[src/rtl/fifo_pkg.sv]
// Shared definitions for the FIFO and the blocks that sit downstream of it
// (arbiter, demux).
// Contents:
//   DEF_ADDR_WIDTH / DEF_DATA_WIDTH  default geometry: 64 entries of 8 bits
//   DEF_AF_THRESH / DEF_AE_THRESH    default almost-full / almost-empty levels
//   count_width(depth)               bits needed to hold an occupancy of 0..depth
package fifo_pkg;

    localparam int DEF_ADDR_WIDTH = 6;
    localparam int DEF_DATA_WIDTH = 8;
    localparam int DEF_AF_THRESH  = 60;
    localparam int DEF_AE_THRESH  = 4;

    // The +1 bit is needed because a full FIFO holds exactly 'depth' entries.
    function automatic int count_width(input int depth);
        return $clog2(depth) + 1;
    endfunction

endpackage

[src/rtl/fifo_ram_dp.sv]
// Simple dual-port memory: DEPTH x DATA_WIDTH, one write port and one read port
// with a registered output.
// Ports:
//   clk      clock; all activity on posedge
//   wr_en    write strobe
//   wr_addr  write address
//   wr_data  write data
//   rd_en    read strobe; rd_data only updates when this is high
//   rd_addr  read address
//   rd_data  registered read data
// A read and a write to the same address in one cycle returns the old contents
// (read-before-write). The array and the output register have no reset, so the
// memory maps onto block RAM.
module fifo_ram_dp #(
    parameter int ADDR_WIDTH = 6,
    parameter int DATA_WIDTH = 8
) (
    input  logic                  clk,
    input  logic                  wr_en,
    input  logic [ADDR_WIDTH-1:0] wr_addr,
    input  logic [DATA_WIDTH-1:0] wr_data,
    input  logic                  rd_en,
    input  logic [ADDR_WIDTH-1:0] rd_addr,
    output logic [DATA_WIDTH-1:0] rd_data
);

    localparam int DEPTH = 1 << ADDR_WIDTH;

    logic [DATA_WIDTH-1:0] mem [DEPTH];
    logic [DATA_WIDTH-1:0] rd_data_reg;

    // Both assignments are non-blocking, so a colliding read samples the
    // entry before this cycle's write lands.
    always_ff @(posedge clk) begin
        if (wr_en) begin
            mem[wr_addr] <= wr_data;
        end
        if (rd_en) begin
            rd_data_reg <= mem[rd_addr];
        end
    end

    assign rd_data = rd_data_reg;

endmodule

[src/rtl/fifo_mem_param.sv]
// Synchronous FIFO built on fifo_ram_dp. It manages its own pointers, occupancy
// count, status flags and sticky error flags.
// Ports:
//   clk           clock; all logic on posedge
//   reset         asynchronous, active-high; clears all state except the memory
//   wr_en         write request
//   rd_en         read request
//   err_clr       synchronous clear of overflow/underflow
//   data_in       write data
//   data_out      read data, one cycle after an accepted read; holds otherwise
//   data_valid    data_out holds the entry popped on the previous cycle
//   full          count == DEPTH
//   empty         count == 0
//   almost_full   count >= AF_THRESH
//   almost_empty  count <= AE_THRESH
//   fifo_count    occupancy, 0..DEPTH
//   overflow      sticky: a write was rejected
//   underflow     sticky: a read was rejected
module fifo_mem_param
    import fifo_pkg::*;
#(
    parameter int ADDR_WIDTH = DEF_ADDR_WIDTH,
    parameter int DATA_WIDTH = DEF_DATA_WIDTH,
    parameter int AF_THRESH  = DEF_AF_THRESH,
    parameter int AE_THRESH  = DEF_AE_THRESH
) (
    input  logic                  clk,
    input  logic                  reset,
    input  logic                  wr_en,
    input  logic                  rd_en,
    input  logic                  err_clr,
    input  logic [DATA_WIDTH-1:0] data_in,
    output logic [DATA_WIDTH-1:0] data_out,
    output logic                  data_valid,
    output logic                  full,
    output logic                  empty,
    output logic                  almost_full,
    output logic                  almost_empty,
    output logic [ADDR_WIDTH:0]   fifo_count,
    output logic                  overflow,
    output logic                  underflow
);

    localparam int DEPTH = 1 << ADDR_WIDTH;
    localparam int CW    = count_width(DEPTH);

    localparam logic [CW-1:0] DEPTH_C = CW'(DEPTH);
    localparam logic [CW-1:0] AF_C    = CW'(AF_THRESH);
    localparam logic [CW-1:0] AE_C    = CW'(AE_THRESH);

    logic [ADDR_WIDTH-1:0] wr_ptr_reg;
    logic [ADDR_WIDTH-1:0] rd_ptr_reg;
    logic [CW-1:0]         count_reg;
    logic [CW-1:0]         count_next;
    logic                  data_valid_reg;
    logic                  has_data_reg;
    logic                  overflow_reg;
    logic                  underflow_reg;
    logic [DATA_WIDTH-1:0] ram_rd_data;

    logic wr_acc;
    logic rd_acc;

    // A full FIFO can still take a write when a read frees a slot in the same
    // cycle. An empty FIFO never forwards a same-cycle write to the read side.
    assign rd_acc = rd_en & ~empty;
    assign wr_acc = wr_en & (~full | rd_acc);

    always_comb begin
        count_next = count_reg;
        if (wr_acc && !rd_acc) begin
            count_next = count_reg + CW'(1);
        end else if (rd_acc && !wr_acc) begin
            count_next = count_reg - CW'(1);
        end
    end

    always_ff @(posedge clk or posedge reset) begin
        if (reset) begin
            wr_ptr_reg     <= '0;
            rd_ptr_reg     <= '0;
            count_reg      <= '0;
            data_valid_reg <= 1'b0;
            has_data_reg   <= 1'b0;
            overflow_reg   <= 1'b0;
            underflow_reg  <= 1'b0;
        end else begin
            count_reg      <= count_next;
            data_valid_reg <= rd_acc;
            has_data_reg   <= has_data_reg | rd_acc;
            // Pointers wrap naturally at DEPTH.
            if (wr_acc) begin
                wr_ptr_reg <= wr_ptr_reg + ADDR_WIDTH'(1);
            end
            if (rd_acc) begin
                rd_ptr_reg <= rd_ptr_reg + ADDR_WIDTH'(1);
            end
            // A new error in the same cycle as err_clr keeps the flag set.
            overflow_reg  <= (overflow_reg  & ~err_clr) | (wr_en & ~wr_acc);
            underflow_reg <= (underflow_reg & ~err_clr) | (rd_en & ~rd_acc);
        end
    end

    fifo_ram_dp #(
        .ADDR_WIDTH (ADDR_WIDTH),
        .DATA_WIDTH (DATA_WIDTH)
    ) u_ram (
        .clk     (clk),
        .wr_en   (wr_acc),
        .wr_addr (wr_ptr_reg),
        .wr_data (data_in),
        .rd_en   (rd_acc),
        .rd_addr (rd_ptr_reg),
        .rd_data (ram_rd_data)
    );

    // The RAM output register has no reset. It is gated to zero until the
    // first read after reset, so data_out reads 0 right away when reset is
    // asserted and still holds its last value between reads.
    assign data_out     = has_data_reg ? ram_rd_data : '0;
    assign data_valid   = data_valid_reg;

    assign full         = (count_reg == DEPTH_C);
    assign empty        = (count_reg == '0);
    assign almost_full  = (count_reg >= AF_C);
    assign almost_empty = (count_reg <= AE_C);
    assign fifo_count   = count_reg;
    assign overflow     = overflow_reg;
    assign underflow    = underflow_reg;

endmodule

[config.mk]
export PLATFORM = sky130hd
export DESIGN_NAME = fifo_mem_param
export DESIGN_NICKNAME = d
export VERILOG_FILES = /design/src/rtl/fifo_pkg.sv /design/src/rtl/fifo_ram_dp.sv /design/src/rtl/fifo_mem_param.sv
export SDC_FILE = /design/constraint.sdc
export NUM_CORES = 1
export LEC_CHECK = 0
export CAP_MARGIN = 40
export CORE_ASPECT_RATIO = 0.6
export CORE_MARGIN = 5
export CORE_UTILIZATION = 32
export DETAILED_ROUTE_END_ITERATION = 6
export PLACE_DENSITY = 0.46
export SLEW_MARGIN = 0
export SYNTH_ARGS = -nofsm -noshare
export SYNTH_HDL_FRONTEND = slang
export SYNTH_HIERARCHICAL = 1
export SYNTH_SLANG_ARGS = --single-unit
export TNS_END_PERCENT = 100
[constraint.sdc]
create_clock -name clk -period 4.2 [get_ports clk]
set_input_delay 0.42 -clock clk [delete_from_list [all_inputs] [get_ports clk]]
set_output_delay 0.42 -clock clk [all_outputs]
set_load 0.05 [all_outputs]
Word-level counts from Yosys, hierarchy flattened
Memory sizes are Yosys's and may differ from the RTL's. A register that Yosys moved wholly into a read port is not among the register bits.
Index checks and enable logic that the tools add are counted.
- $add $sub $neg: 4
- magnitude comparators: 2
- equal/unequal tests: 1
- multiplexer cells: 5
- bitwise gates (word level): 15
- reduce and logical (&&, ||, !) cells: 6
- operator list (cell ; number):
    7-bit two-way mux ; 2
    6-bit by 1-bit adder with 6-bit output, second input constant ; 2
    8-bit two-way mux ; 1
    7-bit by 1-bit adder with 7-bit output, second input constant ; 1
    7-bit == test, second input constant ; 1
    7-bit by 6-bit >= comparator with 1-bit output, second input constant ; 1
    7-bit by 3-bit less-or-equal comparator with 1-bit output, second input constant ; 1
    7-bit logical NOT ; 1
    7-bit by 1-bit subtractor with 7-bit output, second input constant ; 1
    1-bit bitwise AND ; 6
    1-bit inverter ; 5
    1-bit OR ; 4
    1-bit logical AND ; 2
    1-bit logical NOT ; 2
    1-bit two-way mux ; 2
    2-bit nonzero test ; 1
- register bits after elaboration: 23
- RAM bits: 512
- input bits: 13
- output and inout bits: 22
- word-level logic and storage cells: 41
- memories: 1
- memories (name ; depth ; width ; read ports ; clocked after Yosys merged registers in ; wr ports ; RTL line ; source):
    u_ram.mem ; 64 ; 8 ; 1 ; 1 ; 1 ; fifo_ram_dp.sv:29 ; logic [DATA_WIDTH-1:0] mem [DEPTH];

Depth between registers and ports, before layout
Gate-level depths: netlist of run 1.
- depth in word-level cells: 9
- gate-level depth with buffers: 11
- depth with buffers taken out: 9

Hierarchy
The synthesis of run 1 kept the hierarchy.
- by module, submodules not included (module ; instances ; cells an instance ; area an instance (µm²) ; seq. area each (µm²)):
    fifo_ram_dp ; 1 ; 940 ; 20246.9 ; 15615.0
    fifo_mem_param ; 1 ; 122 ; 1301.2 ; 575.6

Least setup slack after synthesis of run 1
No wires, ideal clock.
- path kind: register to register
- from: reg count_reg[3], in the netlist fifo_count[3]
- to: reg count_reg[6], in the netlist fifo_count[6]
- setup time: 0.124 ns
- arrival time: 3.339 ns
- data required time: 4.076 ns
- path slack: 0.737 ns
- cell stages (with the launch flop): 12
- buffers on the path: 2
- period minus slack after synthesis: 3.463 ns
- cell sequence: dfrtp_1 -> or3_1 -> buf_6 -> o41a_1 -> buf_6 -> ha_1 -> inv_1 -> ha_1 -> a211oi_1 -> nor3_1 -> or3b_2 -> xnor2_1
- word-level cells in the longest chain between the ends: 8
- elaborated cells between the ends (all ways): 16
- classes of those cells: 2 x add/sub; 1 x eq/ne; 2 x mux; 5 x bitwise; 6 x reduce/logical
- RTL lines (item ; RTL line ; source):
    start, declared ; fifo_mem_param.sv:53 ; logic [CW-1:0] count_reg;
    start signal, assigned ; fifo_mem_param.sv:88 ; count_reg <= count_next;
    7-bit logical NOT ; fifo_mem_param.sv:124 ; assign empty = (count_reg == '0);
    1-bit inverter ; fifo_mem_param.sv:66 ; assign rd_acc = rd_en & ~empty;
    1-bit bitwise AND ; fifo_mem_param.sv:66 ;
    1-bit OR * ; fifo_mem_param.sv:67 ; assign wr_acc = wr_en & (~full | rd_acc);
    1-bit bitwise AND * ; fifo_mem_param.sv:67 ;
    named net wr_acc ; fifo_mem_param.sv:61 ; logic wr_acc;
    1-bit logical NOT ; fifo_mem_param.sv:73 ; end else if (rd_acc && !wr_acc) begin
    1-bit logical AND ; fifo_mem_param.sv:73 ;
    2-bit nonzero test (no source line) ; -- ;
Mark *: on every way through the listed nets, which the timed path passes. The rest lies on a longest branch. The select of a mux whose other input is x is not followed.
A chain may end at the register's enable or synchronous reset.

Final worst setup path of run 1
- from: reg count_reg[3], in the netlist fifo_count[3]
- to: reg count_reg[6], in the netlist fifo_count[6]
- word-level cells in the longest chain between the ends: 8
- elaborated cells between the ends (all ways): 16
- classes of those cells: 2 x add/sub; 1 x eq/ne; 2 x mux; 5 x bitwise; 6 x reduce/logical
- RTL lines (item):
    branches (longest 8 deep; another with 7-bit by 1-bit subtractor with 7-bit output)
Parallel ways; which one is timed is not known. The select of a mux whose other input is x is not followed.

==> metrics.cfg, run 1 <==
[timing]
tightest_slew_ns=0.8964
clock.fmax_mhz=288.4
hold_violations=0
fin_crit_sh=0.8256
worst_slack_ns=0.7326
slew_viol_final=0
setup_viol=0
slew_headroom=0.4002
period_needed_ns=3.467
grt_setup_unrepaired=false
fin_skew_ns=0.02300
setup-tns-final_ns=0

[placed_design]
gp_congestion=0.7592
pre_cts_slack_ns=0.7544
dpl.hpwl_mm=36.66
io_buffers=34
postPlaceCellArea_sq_mm=0.02331

[synth]
syn-num-nets=1084
ys_top_cells_by_count=edfxtp_1 (520), mux4_2 (126), nor2_1 (85)
yosysWarnings=6
synth_ff_type=edfxtp_1
ys_top_cells_by_area=edfxtp_1 (72%), mux4_2 (13%), dfrtp_1 (2.7%)
yosysTopAreaCell=edfxtp_1
async_flop_share=0.04236
synth_cells=1062
avgSynthCellArea_sq_um=20.29
synth.most_common_cell=edfxtp_1
synth.yosys.seq_area_share=0.7514
syn_area_sq_mm=0.02155
synth_edf_count=520
ys_seq_elements=543
synthDistinctLibCells=57
yosysTopAreaCellShare=0.7247

[critical_path]
r2r-start=fifo_count[3]$_DFFE_PP0P_
endpoint_kind=flip-flop
cp.arrival_ns=3.95
critPathKind=flip-flop to flip-flop
max_stage_delay_ns=0.51
critical_path.slowest_cell=or3_1
r2r_slack_ns=0.73
critPathLaunchType=flip-flop
r2r_end=fifo_count[6]$_DFFE_PP0P_
cp_cell_sequence=or3_1 -> o31ai_4 -> ha_1 -> inv_1 -> fa_1 -> a211oi_1 -> nor3_1 -> or3b_2 -> xnor2_1
crit_required_ns=4.68
rr_worst_depth=9
crit_fanout=7

[worst_hold_path]
hp-class=input port to asynchronous set/reset pin

[power_and_ir_drop]
ir_drop_mv=0.3039
p_clk_frac=0.284
swShare=0.3307
p_per_area_mw_per_mm2=661.3
combPwrFrac=0.304
power_mw=16.52
leakagePower_nw=7.896
sequentialPowerShare=0.413
p_switching_mw=5.464
intPower_mw=11.06

[cts]
clock_sinks=543
cts_tree=built
cts_setup_buffers=0
worstSkewPairLatency_ns=0.60
ctsHoldBuffers=0
cts_buffers=51
cts_max_level=2
clockBufferDepth=3
cts_resized=0
path_clk_slew_ns=0.06
root_buffer=clkbuf_16

[grt]
grt_overflow_total=0
grt_pass1_wl_mm=80.97
grt_pass1_vias=10630
grt_start_max_net_pins=65
antenna_found_initial=2
gr-usage-all-layers=0.1535

[detailed_routing]
post-route-drc-count=0
route.met3.wl_mm=4.242
detail-route-antenna-nets=0
routed.top_layer=met4
num_vias=10870
routed-wl-met2_mm=22.03
drt_iter0_drc=1204
vias_per_cell=5.140
wl_met1_mm=29.33
avgRoutedWirePerCell_um=26.69
wirelength_mm=56.44
drt_first_pass_iters=5

[floorplan]
initial_core_util=0.3241
core-area_sq_mm=0.06649
die_w_um=345.0
die_h_um=211.0
rows=73
die-area_sq_mm=0.07280
io_pins=35

[run_status]
status=finished, final reports clean

[finish]
final.fill_count=6109
num_antenna_cells=0
final_area_sq_mm=0.02498
drive_gt1_frac=0.2560
area_growth_pct=15.94
fin_nets=1195
largest_reg_flops=512
utilization=0.3757

[flow_run]
cap_violations=0

[layout make-up]
type / instances / area [sq um] / share of cell area
multi-input cells: 457 / 4985 / 0.1995
clock inverters: 30 / 312.8 / 0.01252
flip-flops and latches: 543 / 16200 / 0.6486
repair buffers: 112 / 975.9 / 0.03906
inverters: 8 / 30.03 / 0.001202
well taps: 900 / 1126 / 0.04507
clock buffers: 65 / 1350 / 0.05404
[metrics by stage]
| stage | hold WS (ns) | std cells |
|---|---|---|
| after floorplan | 0.4219 | 1062 |
| after global placement | 0.5056 | 2014 |
| after detailed placement | 0.4969 | 2019 |
| after CTS | 0.1594 | 2114 |
| after global routing | 0.1842 | 2115 |
| final | 0.1868 | 2115 |
[worst max-delay path by stage]
stage	from	endpoint	slack (ns)	cells past startpoint
2_1_floorplan	fifo_count[3]$_DFFE_PP0P_	fifo_count[6]$_DFFE_PP0P_	0.74	11
3_3_place_gp	rd_en	fifo_count[6]$_DFFE_PP0P_	0.75	9
3_5_place_dp	rd_en	fifo_count[6]$_DFFE_PP0P_	0.75	9
4_1_cts	fifo_count[3]$_DFFE_PP0P_	fifo_count[6]$_DFFE_PP0P_	0.76	9
5_1_grt	fifo_count[3]$_DFFE_PP0P_	fifo_count[6]$_DFFE_PP0P_	0.47	9
6_report	fifo_count[3]$_DFFE_PP0P_	fifo_count[6]$_DFFE_PP0P_	0.73	9
[power groups by stage]
stage	registers, mW	logic, mW	clock network (mW)
finish	6.82	5.02	4.68
global route	6.88	5.34	5.05
CTS	6.84	5.07	4.80
detailed placement	6.96	5.05	0
global placement	6.95	5.04	0
floorplan	6.66	3.48	0
[critical path: cells and delay by family (launching register included)]
| kind | cells | cell delay, ns |
|---|---|---|
| AND/OR/NAND/NOR | 3 | 1.07 |
| AO/OA/AOI/OAI | 2 | 0.82 |
| adder cells (fa/ha/maj) | 2 | 0.74 |
| flip-flops | 1 | 0.42 |
| buffers and inverters | 1 | 0.16 |
| XOR/XNOR | 1 | 0.13 |
[cells by family after synthesis]
group                      synth area share
DFF                                  0.7514
and+or+nand+nor                     0.04163
muxes                                0.1509
AOI/OAI and AO/OA                   0.02793
buffers and inverters               0.01730
xor gates and xnor gates           0.005284
adders and majority gates          0.005574
[metal layers]
metal / up-vias / GRT usage
met5: - / 0
met4: 0 / 0.02648
met3: 73 / 0.03554
met2: 384 / 0.1991
met1: 5813 / 0.2590
li1: 4601 / -
[cell usage in the layout (no fill, tap or decap), drive strengths merged, types with 4 or more instances in the layout]
master and n:
edfxtp 520, mux4 126, buf 86, nor2 85, clkbuf 65, nand2 28
clkdlybuf4s50 26, mux2i 23, dfrtp 23, clkinv 22, mux2 16, nand3 15
nor2b 14, nor3 13, o21ai 12, inv 10, and2 9, xnor2 8
nand2b 8, a211oi 8, ha 8, o221ai 8, o22ai 8, bufinv 6
a221oi 6, xor2 5, nand4 5, a21oi 4, nand3b 4
(Power assumes the default switching activity.)
==> inputs of run 2 (changes only) <==
==> constraint.sdc (replaced) <==
create_clock -name clk -period 3.24 [get_ports clk]
set_input_delay 0.324 -clock clk [delete_from_list [all_inputs] [get_ports clk]]
set_output_delay 0.324 -clock clk [all_outputs]
set_load 0.05 [all_outputs]
==> run 2 against run 1 <==
  * Sequential share of layout area down 0.54 points
  * Fmax rose by 12%
  * Wire length shrank 1.3%
  * Non-clock buffer count increased by 33
  * Critical endpoint unchanged
  * Critical path depth increased by 1
  * Register-to-register slack got worse by 0.58 ns
  * Clock power grew 25%
  * Highest routed layer unchanged
  * Die area did not move
  * Sequential power up 28%
  * Flip-flop and latch count unchanged
  * Core utilization increased by 0.33 points
  * Global-route usage shrank 0.16 points
==> metrics.cfg, run 2 (synthesized netlist as in run 1, its figures left out) <==
[run_status]
status=finished, final reports clean

[detailed_routing]
drt_iter0_drc=1142  ; -5.1%
drt_first_pass_iters=4  ; -1
detail-route-antenna-nets=0  ; unchanged
wirelength_mm=55.73  ; -1.3%
post-route-drc-count=0  ; unchanged
num_vias=10990  ; +1.1%
avgRoutedWirePerCell_um=25.97  ; -2.7%
vias_per_cell=5.122  ; -0.36%

[critical_path]
critPathKind=flip-flop to flip-flop
critPathLaunchType=flip-flop
max_stage_delay_ns=0.47  ; -0.04 ns
path_depth=10  ; +1
r2r-start=fifo_count[3]$_DFFE_PP0P_
r2r_slack_ns=0.15  ; -0.58 ns
r2r_end=fifo_count[6]$_DFFE_PP0P_
crit_buf_inv=2  ; +1
cp.arrival_ns=3.55  ; -0.40 ns
cp_cell_sequence=or3_4 -> o41a_1 -> ha_1 -> inv_2 -> fa_1 -> a211oi_2 -> buf_4 -> o21ai_0 -> or3b_2 -> xnor2_1
crit_fanout=7  ; unchanged
critical_path.slowest_cell=or3b_2
crit_required_ns=3.71  ; -0.97 ns
endpoint_kind=flip-flop
rr_worst_depth=10  ; +1
crit_family=simple AND/OR/NAND/NOR gates

[timing]
fin_crit_sh=0.9529  ; +0.1274
slew_headroom=0.3663  ; -0.03397
fin_skew_ns=0.02141  ; -0.001590 ns
slew_viol_final=0  ; unchanged
setup_viol=0  ; unchanged
tightest_slew_ns=0.9471  ; +0.05076 ns
setup-tns-final_ns=0  ; unchanged
grt_setup_unrepaired=false
worst_slack_ns=0.1525  ; -0.5802 ns
hold_violations=0  ; unchanged
period_needed_ns=3.088  ; -0.3798 ns
clock.fmax_mhz=323.9  ; +12%

[cts]
path_clk_slew_ns=0.07  ; about the same
cts_max_level=2  ; unchanged
clockBufferDepth=3  ; unchanged
root_buffer=clkbuf_16
clock_sinks=543  ; unchanged
ctsHoldBuffers=0  ; unchanged
cts_tree=built
cts_buffers=51  ; unchanged
worstSkewPairLatency_ns=0.58  ; -0.02 ns

[finish]
mostFrequentLayoutCell=edfxtp_1
utilization=0.3790  ; +0.003274
final_cell_mix=edfxtp_1 (520), mux4_2 (126), buf_4 (101), nor2_1 (85), clkbuf_16 (53)
num_antenna_cells=0  ; unchanged
fin_nets=1228  ; +2.8%
largest_reg_flops=512  ; unchanged
area_growth_pct=16.95
drive_gt1_frac=0.2745  ; +0.01851

[placed_design]
gp_congestion=0.8001  ; +5.4%
pre_cts_slack_ns=0.06926  ; -0.6852 ns
dpl.hpwl_mm=36.94  ; +0.78%
io_buffers=34  ; unchanged

[grt]
grt_overflow_total=0  ; unchanged
grt_pass1_wl_mm=81.24  ; +0.33%
antenna_found_initial=2  ; unchanged
gr-usage-all-layers=0.1519  ; -0.001601
grt_start_max_net_pins=44  ; -32%
grt_pass1_vias=10950  ; +3.1%

[flow_run]
cap_violations=0  ; unchanged

[floorplan]
io_pins=35  ; unchanged
die_h_um=211.0  ; unchanged
core-area_sq_mm=0.06649  ; unchanged
rows=73  ; unchanged
initial_core_util=0.3241  ; unchanged
die_w_um=345.0  ; unchanged
die-area_sq_mm=0.07280  ; unchanged

[power_and_ir_drop]
sequentialPowerShare=0.408  ; -0.005
intPower_mw=14.45  ; +31%
p_clk_frac=0.273  ; -0.011
combPwrFrac=0.319  ; +0.015
p_switching_mw=6.993  ; +28%
leakagePower_nw=8.018  ; +1.5%
ir_drop_mv=0.3201  ; +5.3%
p_per_area_mw_per_mm2=851.0  ; +29%
swShare=0.3261  ; -0.004653

[worst_hold_path]
hp-class=input port to asynchronous set/reset pin

## run 2: repair_timing
item | CTS | global route
endpoints found under the setup margin | 0 | 2
resized for setup | 0 | 2
setup buffers | 0 | 1
## run 2: metrics by stage
| step | hold slack, ns | power (mW) | area, sq um | instances |
|---|---|---|---|---|
| finish | 0.1595 | 21.45 | 25200 | 2146 |
| global route | 0.1409 | 22.45 | 25200 | 2146 |
| CTS | 0.1458 | 21.66 | 25190 | 2145 |
| detailed placement | 0.5063 | 15.78 | 23600 | 2052 |
| global placement | 0.4970 | 15.74 | 23220 | 2006 |
| floorplan | 0.3256 | 13.15 | 21560 | 1062 |
## run 2: final cells by class
cell class	count	area [sq um]
fillers	6104	41290
flip-flops and latches	543	16210
multi-input cells	457	4995
clock buffers	69	1386
repair buffers	145	1250
well taps	900	1126
clock inverters	24	203.9
inverters	8	30.03
## run 2: layer usage
layer | GRT usage | wire [um] | vias to the layer above
met5 | 0 | 0 | -
met4 | 0.02478 | 695 | 0
met3 | 0.03105 | 3387 | 50
met2 | 0.1974 | 21640 | 289
met1 | 0.2592 | 30000 | 5982
li1 | - | - | 4670
## run 2: worst max-delay path by stage
stage                                   start                   endpoint  slack, ns
floorplan           fifo_count[3]$_DFFE_PP0P_  fifo_count[6]$_DFFE_PP0P_      0.003
global placement    fifo_count[3]$_DFFE_PP0P_  fifo_count[6]$_DFFE_PP0P_       0.06
detailed placement  fifo_count[3]$_DFFE_PP0P_  fifo_count[6]$_DFFE_PP0P_       0.07
CTS                 fifo_count[3]$_DFFE_PP0P_  fifo_count[6]$_DFFE_PP0P_       0.05
global route        fifo_count[3]$_DFFE_PP0P_  fifo_count[6]$_DFFE_PP0P_       0.03
finish              fifo_count[3]$_DFFE_PP0P_  fifo_count[6]$_DFFE_PP0P_       0.15
## run 2: power by group through the flow
| stage | registers, mW | logic [mW] | clock network, mW |
|---|---|---|---|
| after detailed placement | 8.89 | 6.89 | 0 |
| after floorplan | 8.64 | 4.51 | 0 |
| after global placement | 8.89 | 6.85 | 0 |
| final | 8.74 | 6.84 | 5.86 |
| after global routing | 8.80 | 7.31 | 6.34 |
| after CTS | 8.74 | 6.91 | 6.01 |
